<file path="src/rtl/fifo_1rw_large_host_if.sv">
// Command/status bus between the large-FIFO host and the single-port storage FIFO.
// master = host side (issues commands), slave = storage side.
interface fifo_1rw_large_host_if #(parameter int width_p = 8);
    logic               v;
    logic               enq_not_deq;
    logic [width_p-1:0] data;
    logic               full;
    logic               empty;
    logic [width_p-1:0] rdata;

    modport master (output v, enq_not_deq, data, input full, empty, rdata);
    modport slave  (input v, enq_not_deq, data, output full, empty, rdata);
endinterface

</file>
<file path="src/rtl/fifo_1rw_large_host.sv">
// Host for a single-port large FIFO: merges an enqueue stream and a dequeue stream
// into one command per cycle with fair arbitration and a 2-entry read skid buffer.
module fifo_1rw_large_host_core #(
    parameter int width_p = 8
) (
    input  logic                     clk,
    input  logic                     rst,
    input  logic [width_p-1:0]       enq_data,
    input  logic                     enq_v,
    output logic                     enq_ready,
    output logic                     deq_v,
    output logic [width_p-1:0]       deq_data,
    input  logic                     deq_yumi,
    fifo_1rw_large_host_if.master    fifo
);
    typedef enum logic {GRANT_DEQ, GRANT_ENQ} grant_e;

    logic [width_p-1:0] buf_mem [2];
    logic               rd_ptr;
    logic               wr_ptr;
    logic [1:0]         count;
    logic               inflight;
    grant_e             last_grant;

    logic [1:0] credit;
    logic       deq_elig;
    logic       enq_elig;
    logic       enq_go;
    logic       deq_go;
    logic       pop;

    // Reset is folded in combinationally so no command or ready leaks out while it is held.
    always_comb begin
        credit    = count + {1'b0, inflight};
        deq_elig  = !rst && !fifo.empty && (credit < 2'd2);
        enq_elig  = !rst && !fifo.full;
        enq_ready = enq_elig && !(deq_elig && (last_grant == GRANT_ENQ));
        enq_go    = enq_v && enq_ready;
        deq_go    = deq_elig && !enq_go;
        pop       = deq_yumi && (count != 2'd0);
        wr_ptr    = rd_ptr ^ count[0];
    end

    assign fifo.v           = enq_go || deq_go;
    assign fifo.enq_not_deq = enq_go;
    assign fifo.data        = enq_data;
    assign deq_v            = (count != 2'd0);
    assign deq_data         = buf_mem[rd_ptr];

    always_ff @(posedge clk or posedge rst) begin
        if (rst) begin
            count      <= '0;
            rd_ptr     <= 1'b0;
            inflight   <= 1'b0;
            last_grant <= GRANT_DEQ;
        end else begin
            inflight <= deq_go;
            if (fifo.v)
                last_grant <= enq_go ? GRANT_ENQ : GRANT_DEQ;
            if (pop)
                rd_ptr <= ~rd_ptr;
            count <= count + {1'b0, inflight} - {1'b0, pop};
        end
    end

    always_ff @(posedge clk) begin
        if (inflight)
            buf_mem[wr_ptr] <= fifo.rdata;
    end
endmodule

module fifo_1rw_large_host #(
    parameter int width_p = 8
) (
    input  logic               clk_i,
    input  logic               reset_i,
    input  logic [width_p-1:0] data_i,
    input  logic               v_i,
    output logic               ready_o,
    output logic               v_o,
    output logic [width_p-1:0] data_o,
    input  logic               yumi_i,
    output logic               fifo_v_o,
    output logic               fifo_enq_not_deq_o,
    output logic [width_p-1:0] fifo_data_o,
    input  logic               fifo_full_i,
    input  logic               fifo_empty_i,
    input  logic [width_p-1:0] fifo_data_i
);
    fifo_1rw_large_host_if #(.width_p(width_p)) fifo_bus ();

    assign fifo_v_o           = fifo_bus.v;
    assign fifo_enq_not_deq_o = fifo_bus.enq_not_deq;
    assign fifo_data_o        = fifo_bus.data;
    assign fifo_bus.full      = fifo_full_i;
    assign fifo_bus.empty     = fifo_empty_i;
    assign fifo_bus.rdata     = fifo_data_i;

    fifo_1rw_large_host_core #(.width_p(width_p)) core (
        .clk       (clk_i),
        .rst       (reset_i),
        .enq_data  (data_i),
        .enq_v     (v_i),
        .enq_ready (ready_o),
        .deq_v     (v_o),
        .deq_data  (data_o),
        .deq_yumi  (yumi_i),
        .fifo      (fifo_bus.master)
    );
endmodule

</file>
<file path="config.mk">
export PLATFORM = sky130hd
export DESIGN_NAME = fifo_1rw_large_host
export DESIGN_NICKNAME = d
export VERILOG_FILES = /design/src/rtl/fifo_1rw_large_host_if.sv /design/src/rtl/fifo_1rw_large_host.sv
export SDC_FILE = /design/constraint.sdc
export NUM_CORES = 1
export LEC_CHECK = 0
export ABC_CLOCK_PERIOD_IN_PS = 1670
export CAP_MARGIN = 0
export CORE_AREA = 5 5 45 76
export DETAILED_ROUTE_END_ITERATION = 12
export DIE_AREA = 0 0 50 81
export GPL_TIMING_DRIVEN = 0
export PLACE_DENSITY = 0.71
export SLEW_MARGIN = 20
export SYNTH_ARGS = -nofsm -noshare
export SYNTH_HDL_FRONTEND = slang
export SYNTH_SLANG_ARGS = --single-unit
export TNS_END_PERCENT = 30
</file>
<file path="constraint.sdc">
create_clock -name clk_i -period 1.67 [get_ports clk_i]
set_clock_uncertainty 0.1 [all_clocks]
set_input_delay 0.501 -clock clk_i [delete_from_list [all_inputs] [get_ports clk_i]]
set_output_delay 0.501 -clock clk_i [all_outputs]
set_load 0.01 [all_outputs]
</file>
==> impl_metrics.py, run 1 <==
metrics = {
    "power": {
        "finalPower_w": 0.00212,
        "ir_worst_vdd_mv": 0.846,
        "power.density_nw_per_um2": 1460,
        "p_leak_nw": 0.615,
    },
    "setup_path": {
        "start_kind": "flop",
        "cp.required_ns": 1.07,
        "r2r-start": "core.rd_ptr",
        "cp_max_fo": 2,
        "crit_arrival_ns": 1.41,
        "cp-startpoint": "core.inflight",
        "rrSetupSlack_ns": 0,
        "cp-endpoint": "fifo_v_o",
        "timing.rr.end": "core.buf_mem[1][1]",
        "critPathKind": "reg -> out",
        "cp-end-kind": "primary output",
        "r2r_cells": 4,
    },
    "cts": {
        "worstSkewPairLatency_ns": 0.25,
        "hold_buffers": 0,
        "cts-htree-levels": 1,
        "cts.sinks": 21,
        "root_buffer": "clkbuf_8",
        "clk_pin_slew_worst_paths_ns": 0.07,
        "cts_buffers": 3,
        "cts_tree": "yes",
        "cts_buffer_depth": 2,
    },
    "timing": {
        "finalMaxSlewViolations": 0,
        "setup_viol": 12,
        "max_freq_mhz": 496,
        "hold_viol": 0,
        "slew_headroom_pct": 70.4,
        "rsz0062_at_grt": "true",
        "layout_worst_path_cycle_share_pct": 121,
        "finalWorstSetupSlack_ns": -0.345,
        "fin_crit_ns": 2.01,
        "worst_slew_pin_slew_ns": 0.442,
    },
    "place": {
        "preCtsSetupSlack_ns": -1.10,
        "place_area_um2": 1320,
        "placedCellCount": 122,
        "io_buffers": 33,
        "dp_hpwl_um": 1510,
        "gp_congestion": 0.659,
    },
    "detailed_routing": {
        "wl_um": 2120,
        "viasPerCell": 4.69,
        "first_iter_violations": 9,
        "final_antenna_net_count": 0,
        "vias": 628,
        "drc": 0,
        "wire_per_inst_um": 15.9,
        "firstDrtPassIters": 4,
    },
    "final_layout": {
        "post-route-util_pct": 54.0,
        "drive_gt1_share_pct": 57.9,
        "diodes": 0,
        "layout.cells.non_filler": 134,
        "layout.nets": 132,
        "fin_area_um2": 1450,
        "area_growth_pct": 54.2,
    },
    "logic_synthesis": {
        "synth_area_um2": 942,
        "ys_seq_area_share_pct": 64.3,
        "yosys_warnings": 0,
        "syn_inst": 62,
        "synth_top_flop_cell": "edfxtp_1",
        "avgSynthCellArea_um2": 15.2,
        "synth_cell_types": 20,
        "ys_ff_latch": 21,
        "syn-num-nets": 86,
        "async_reset_ff_share_pct": 23.8,
        "synth-edff-count": 16,
    },
    "global_route": {
        "grtUsageTotal_pct": 10.3,
        "grt_pass1_wl_um": 3180,
        "grt_max_degree": 12,
        "grt_pass1_vias": 704,
        "grt_overflow": 0,
        "antenna_found_initial": 0,
    },
    "run": {
        "maxCapViolCount": 0,
    },
    "hold_path": {
        "hold_path_class": "in -> async",
    },
    "floorplanning": {
        "fp.dieW_um": 50,
        "start_util_pct": 35.0,
        "die_h_um": 81,
        "fp-row-count": 25,
        "fp.coreArea_um2": 2690,
        "io_pins": 42,
        "die-area_um2": 4050,
    },
    "outcome": {
        "violations": "setup timing",
        "status": "complete, but fails checks",
    },
}
==> kinds of logic after synthesis <==
logic type / Yosys count / share of synthesized area (%)
and+or+nand+nor: 8 / 6.11
buffers and inverters: 13 / 8.50
xor gates and xnor gates: 5 / 4.65
DFF: 21 / 64.3
AOI/OAI and AO/OA: 5 / 4.25
muxes: 8 / 9.56
adders and majority gates: 2 / 2.66
==> worst min path at each step <==
stage	slack [ns]	from	to	cells past startpoint
final	0.09	reset_i	core.inflight	2
after global placement	0.46	core.last_grant	core.last_grant	2
after CTS	0.11	reset_i	core.inflight	2
after detailed placement	0.47	core.last_grant	core.last_grant	2
after floorplan	0.18	reset_i	core.count[0]	1
after global routing	0.11	reset_i	core.count[0]	2
==> Yosys cell counts, types with 2 or more instances <==
cell type | n | area (µm²)
edfxtp_1 | 16 | 480
nor3b_1 | 2 | 15.0
mux2_2 | 8 | 90.1
nor2b_1 | 2 | 12.5
buf_4 | 8 | 60.1
dfrtp_1 | 5 | 125
xnor2_1 | 3 | 26.3
ha_1 | 2 | 25.0
xor2_1 | 2 | 17.5
inv_1 | 4 | 15.0
==> per-stage QoR <==
stage	hold WS, ns	setup TNS, ns
final	0.0948	-2.22
after global routing	0.110	-3.35
after CTS	0.113	-2.54
after detailed placement	0.471	-7.13
after global placement	0.464	-6.45
after floorplan	0.180	-0.0474
==> cell usage in the layout (no fill, tap or decap), drive strengths merged, types with 2 or more instances in the layout <==
cell and instances:
dfrtp 5, edfxtp 16, nor2b 2, xnor2 3, xor2 2, clkdlybuf4s50 9
nor3b 2, inv 4, mux2 8, clkbuf 4, ha 2, buf 40
==> sequential cells by signal (all words and copies together), names as in the netlist <==
name,cells
core.buf_mem,16
core.count,2
core.inflight,1
core.last_grant,1
core.rd_ptr,1
==> metal layers <==
layer	track usage, %	share of wire, %	vias up
li1	-	-	303
met1	10.1	34	300
met2	19.8	60	23
met3	2.02	5.9	2
met4	4.72	0.47	0
met5	0	0	-
==> worst max-delay path: stages, from the launching register on <==
cell	delay (ns)
dfrtp_1	0.42
ha_4	0.21
xor2_1	0.19
o31ai_2	0.18
buf_2	0.16
==> power breakdown <==
part	internal, W	total [W]	switching, W
Sequential	0.000686	0.000747	0.0000606
Clock	0.000169	0.000320	0.000150
Combinational	0.000615	0.00105	0.000433
Total	0.00147	0.00212	0.000644
==> layout make-up <==
class | instances | area, µm²
buffer | 9 | 71.3
clock buffer | 4 | 45.0
fill | 248 | 1240
inverter | 4 | 15.0
multi-input combinational | 28 | 324
sequential | 21 | 607
tap | 27 | 33.8
timing repair buffer | 41 | 357
==> what timing repair did <==
action,in CTS,in global routing
gates cloned,0,1
endpoints found under the setup margin,28,28
pin swaps,2,2
resized for setup,84,11
setup buffers,5,2
(Power assumes the default switching activity.)
==> run 2, diff against run 1 <==
--- a/config.mk
+++ b/config.mk
@@ -8,6 +8,7 @@
 export ABC_CLOCK_PERIOD_IN_PS = 1670
 export CAP_MARGIN = 0
 export CORE_AREA = 5 5 45 76
+export CTS_CLUSTER_SIZE = 40
 export DETAILED_ROUTE_END_ITERATION = 12
 export DIE_AREA = 0 0 50 81
 export GPL_TIMING_DRIVEN = 0
==> results of run 2 <==
Same layout as run 1: the final DEF is identical, and so are final timing and power.
==> run 3, diff against run 2 <==
--- a/config.mk
+++ b/config.mk
@@ -5,7 +5,6 @@
 export SDC_FILE = /design/constraint.sdc
 export NUM_CORES = 1
 export LEC_CHECK = 0
-export ABC_CLOCK_PERIOD_IN_PS = 1670
 export CAP_MARGIN = 0
 export CORE_AREA = 5 5 45 76
 export CTS_CLUSTER_SIZE = 40
@@ -16,5 +15,6 @@
 export SLEW_MARGIN = 20
 export SYNTH_ARGS = -nofsm -noshare
 export SYNTH_HDL_FRONTEND = slang
+export SYNTH_HIERARCHICAL = 1
 export SYNTH_SLANG_ARGS = --single-unit
 export TNS_END_PERCENT = 30
==> impl_metrics.py, run 3 <==
metrics = {
    "outcome": {
        "status": "complete, but fails checks",
        "violations": "setup timing",
    },
    "logic_synthesis": {
        "ys_ff_latch": 21,
        "yosysMostFrequentCell": "edfxtp_1",
        "yosys-top-cells-area": "edfxtp_1 (51%), dfrtp_1 (13%), mux2_2 (9.5%)",
        "async_reset_ff_share_pct": 23.8,
        "synth-edff-count": 16,
        "yosysTopAreaCell": "edfxtp_1",
        "yosys_warnings": 6,
        "syn-num-nets": 86,
        "avgSynthCellArea_um2": 15.3,
        "yosysTopAreaCellShare_pct": 50.7,
        "synth_cell_types": 21,
        "ys_top_cells_by_count": "edfxtp_1 (16), buf_4 (8), mux2_2 (8)",
        "ys_seq_area_share_pct": 63.9,
        "synth_area_um2": 947,
        "syn_inst": 62,
        "synth_top_flop_cell": "edfxtp_1",
    },
    "cts": {
        "hold_buffers": 0,
        "cts_buffers": 3,
        "clk_pin_slew_worst_paths_ns": 0.07,
        "cts.sinks": 21,
        "cts_buffer_depth": 2,
        "root_buffer": "clkbuf_8",
        "cts_tree": "yes",
        "cts-htree-levels": 1,
        "worstSkewPairLatency_ns": 0.25,
    },
    "setup_path": {
        "start_kind": "flop",
        "cp_max_fo": 2,
        "cp.required_ns": 1.07,
        "rrSetupSlack_ns": 0.02,
        "r2r-start": "core/rd_ptr",
        "timing.rr.end": "core/buf_mem[1][0]",
        "crit_arrival_ns": 1.41,
        "cp-end-kind": "primary output",
        "r2r_cells": 4,
        "critPathKind": "reg -> out",
    },
    "final_layout": {
        "diodes": 0,
        "fin_area_um2": 1470,
        "drive_gt1_share_pct": 59.8,
        "multi_input_area_um2": 329,
        "layout.nets": 132,
        "mostFrequentLayoutCells": "buf_4 (19), edfxtp_1 (16), buf_6 (15)",
        "fillers": 249,
        "largest_register_ffs": 16,
        "largestRegisters": "core/buf_mem: 16 flops, core/count: 2 flops",
        "regMostFlops": "core/buf_mem",
        "area_growth_pct": 55.4,
        "final_common_cell": "buf_4",
        "regArea_um2": 607,
    },
    "timing": {
        "setup_viol": 12,
        "rsz0062_at_grt": "true",
        "finalMaxSlewViolations": 0,
        "fin_crit_ns": 2.01,
        "max_freq_mhz": 497,
        "slew_headroom_pct": 70.3,
        "layout_worst_path_cycle_share_pct": 120,
        "fin_tns_setup_ns": -2.45,
        "worst_slew_pin_slew_ns": 0.443,
        "finalWorstSetupSlack_ns": -0.341,
        "hold_viol": 0,
    },
    "detailed_routing": {
        "firstDrtPassIters": 2,
        "wire_per_inst_um": 14.0,
        "drc": 0,
        "final_antenna_net_count": 0,
        "wl_um": 1880,
        "viasPerCell": 4.72,
        "vias": 632,
        "first_iter_violations": 7,
    },
    "global_route": {
        "antenna_found_initial": 0,
        "grt_overflow": 0,
        "grt_pass1_wl_um": 2900,
        "grtUsageTotal_pct": 9.36,
        "grt_max_degree": 13,
        "grt_pass1_vias": 659,
    },
    "power": {
        "p_clk_share_pct": 14.6,
        "p_leak_nw": 0.622,
        "internal_power_w": 0.00150,
        "comb_power_share_pct": 49.3,
        "power.density_nw_per_um2": 1450,
        "switchingPower_w": 0.000630,
        "pwr-share-seq_pct": 36.1,
        "swShare_pct": 29.6,
        "ir_worst_vdd_mv": 1.28,
    },
    "floorplanning": {
        "fp.dieW_um": 50,
        "io_pins": 42,
        "start_util_pct": 35.2,
        "die-area_um2": 4050,
        "die_h_um": 81,
        "fp-row-count": 25,
        "fp.coreArea_um2": 2690,
    },
    "place": {
        "io_buffers": 33,
        "place_area_um2": 1330,
        "gp_congestion": 0.684,
        "preCtsSetupSlack_ns": -1.10,
    },
    "run": {
        "maxCapViolCount": 0,
    },
    "hold_path": {
        "hold_path_class": "in -> async",
    },
}
-- run 3: cell count changes after synthesis --
cell and delta:
nor2_1 +1, a2111oi_2 +1, nor3b_1 -1, nor4_1 -1
-- run 3: critical path, stage by stage, from the launching register on --
cell and delay, ns:
dfrtp_1 0.43, ha_4 0.20, xor2_1 0.19, o31ai_2 0.18, buf_2 0.16
-- run 3: area by class of cell --
| type | count | share of cell area, % |
|---|---|---|
| well taps | 27 | 2.30 |
| clock inverters | 1 | 0.340 |
| multi-input cells | 28 | 22.4 |
| plain buffers | 9 | 4.85 |
| clock buffers | 3 | 2.81 |
| inverters | 4 | 1.02 |
| flip-flops and latches | 21 | 41.2 |
| repair buffers | 41 | 25.1 |
-- run 3: cell families (layout without fill, tap and decap cells) --
kind of cell    after synthesis  in the layout  share of synthesized area (%)
buf+inv                      13             58                           8.45
compound gates                6              6                           5.81
flops                        21             21                           63.9
mux                           8              8                           9.51
simple gates                  7              7                           5.02
xor+xnor                      5              5                           4.62
fa+ha+maj                     2              2                           2.64
-- run 3: worst max path at each step --
stage,from,to,slack (ns),depth (start not counted)
final,core/count[0],fifo_v_o,-0.34,4
after global routing,core/inflight,fifo_v_o,-0.41,4
after CTS,core/inflight,fifo_v_o,-0.35,4
after detailed placement,reset_i,fifo_enq_not_deq_o,-1.10,4
after global placement,reset_i,fifo_enq_not_deq_o,-1.08,4
after floorplan,core/count[0],fifo_v_o,-0.03,3
-- run 3: layer usage --
metal  GRT usage, %  share of wire (%)  wire [µm]
met4           3.15               0.53         10
met1           8.75                 34        634
met3           3.30                6.9        129
met5              0                  0          0
met2           18.0                 59       1100
-- run 3: power groups by stage --
stage	registers (W)	clock network [W]	logic, W
after floorplan	0.000740	0	0.000472
after detailed placement	0.000755	0	0.000771
after CTS	0.000771	0.000317	0.00102
after global routing	0.000781	0.000342	0.00113
after global placement	0.000750	0	0.000761
final	0.000769	0.000311	0.00105
-- run 3: what timing repair did --
action	CTS	global route
endpoints found under the setup margin	28	20
resized for setup	94	3
pin swaps	2	1
gates cloned	1	0
setup buffers	6	1
-- run 3: per-stage QoR --
stage	utilization [%]	hold WS, ns	total power, W	instances
final	54.7	0.103	0.00213	134
after CTS	54.0	0.116	0.00210	133
after detailed placement	49.5	0.471	0.00153	122
after global placement	49.5	0.464	0.00151	122
after global routing	54.7	0.121	0.00226	134
after floorplan	-	0.180	0.00121	62
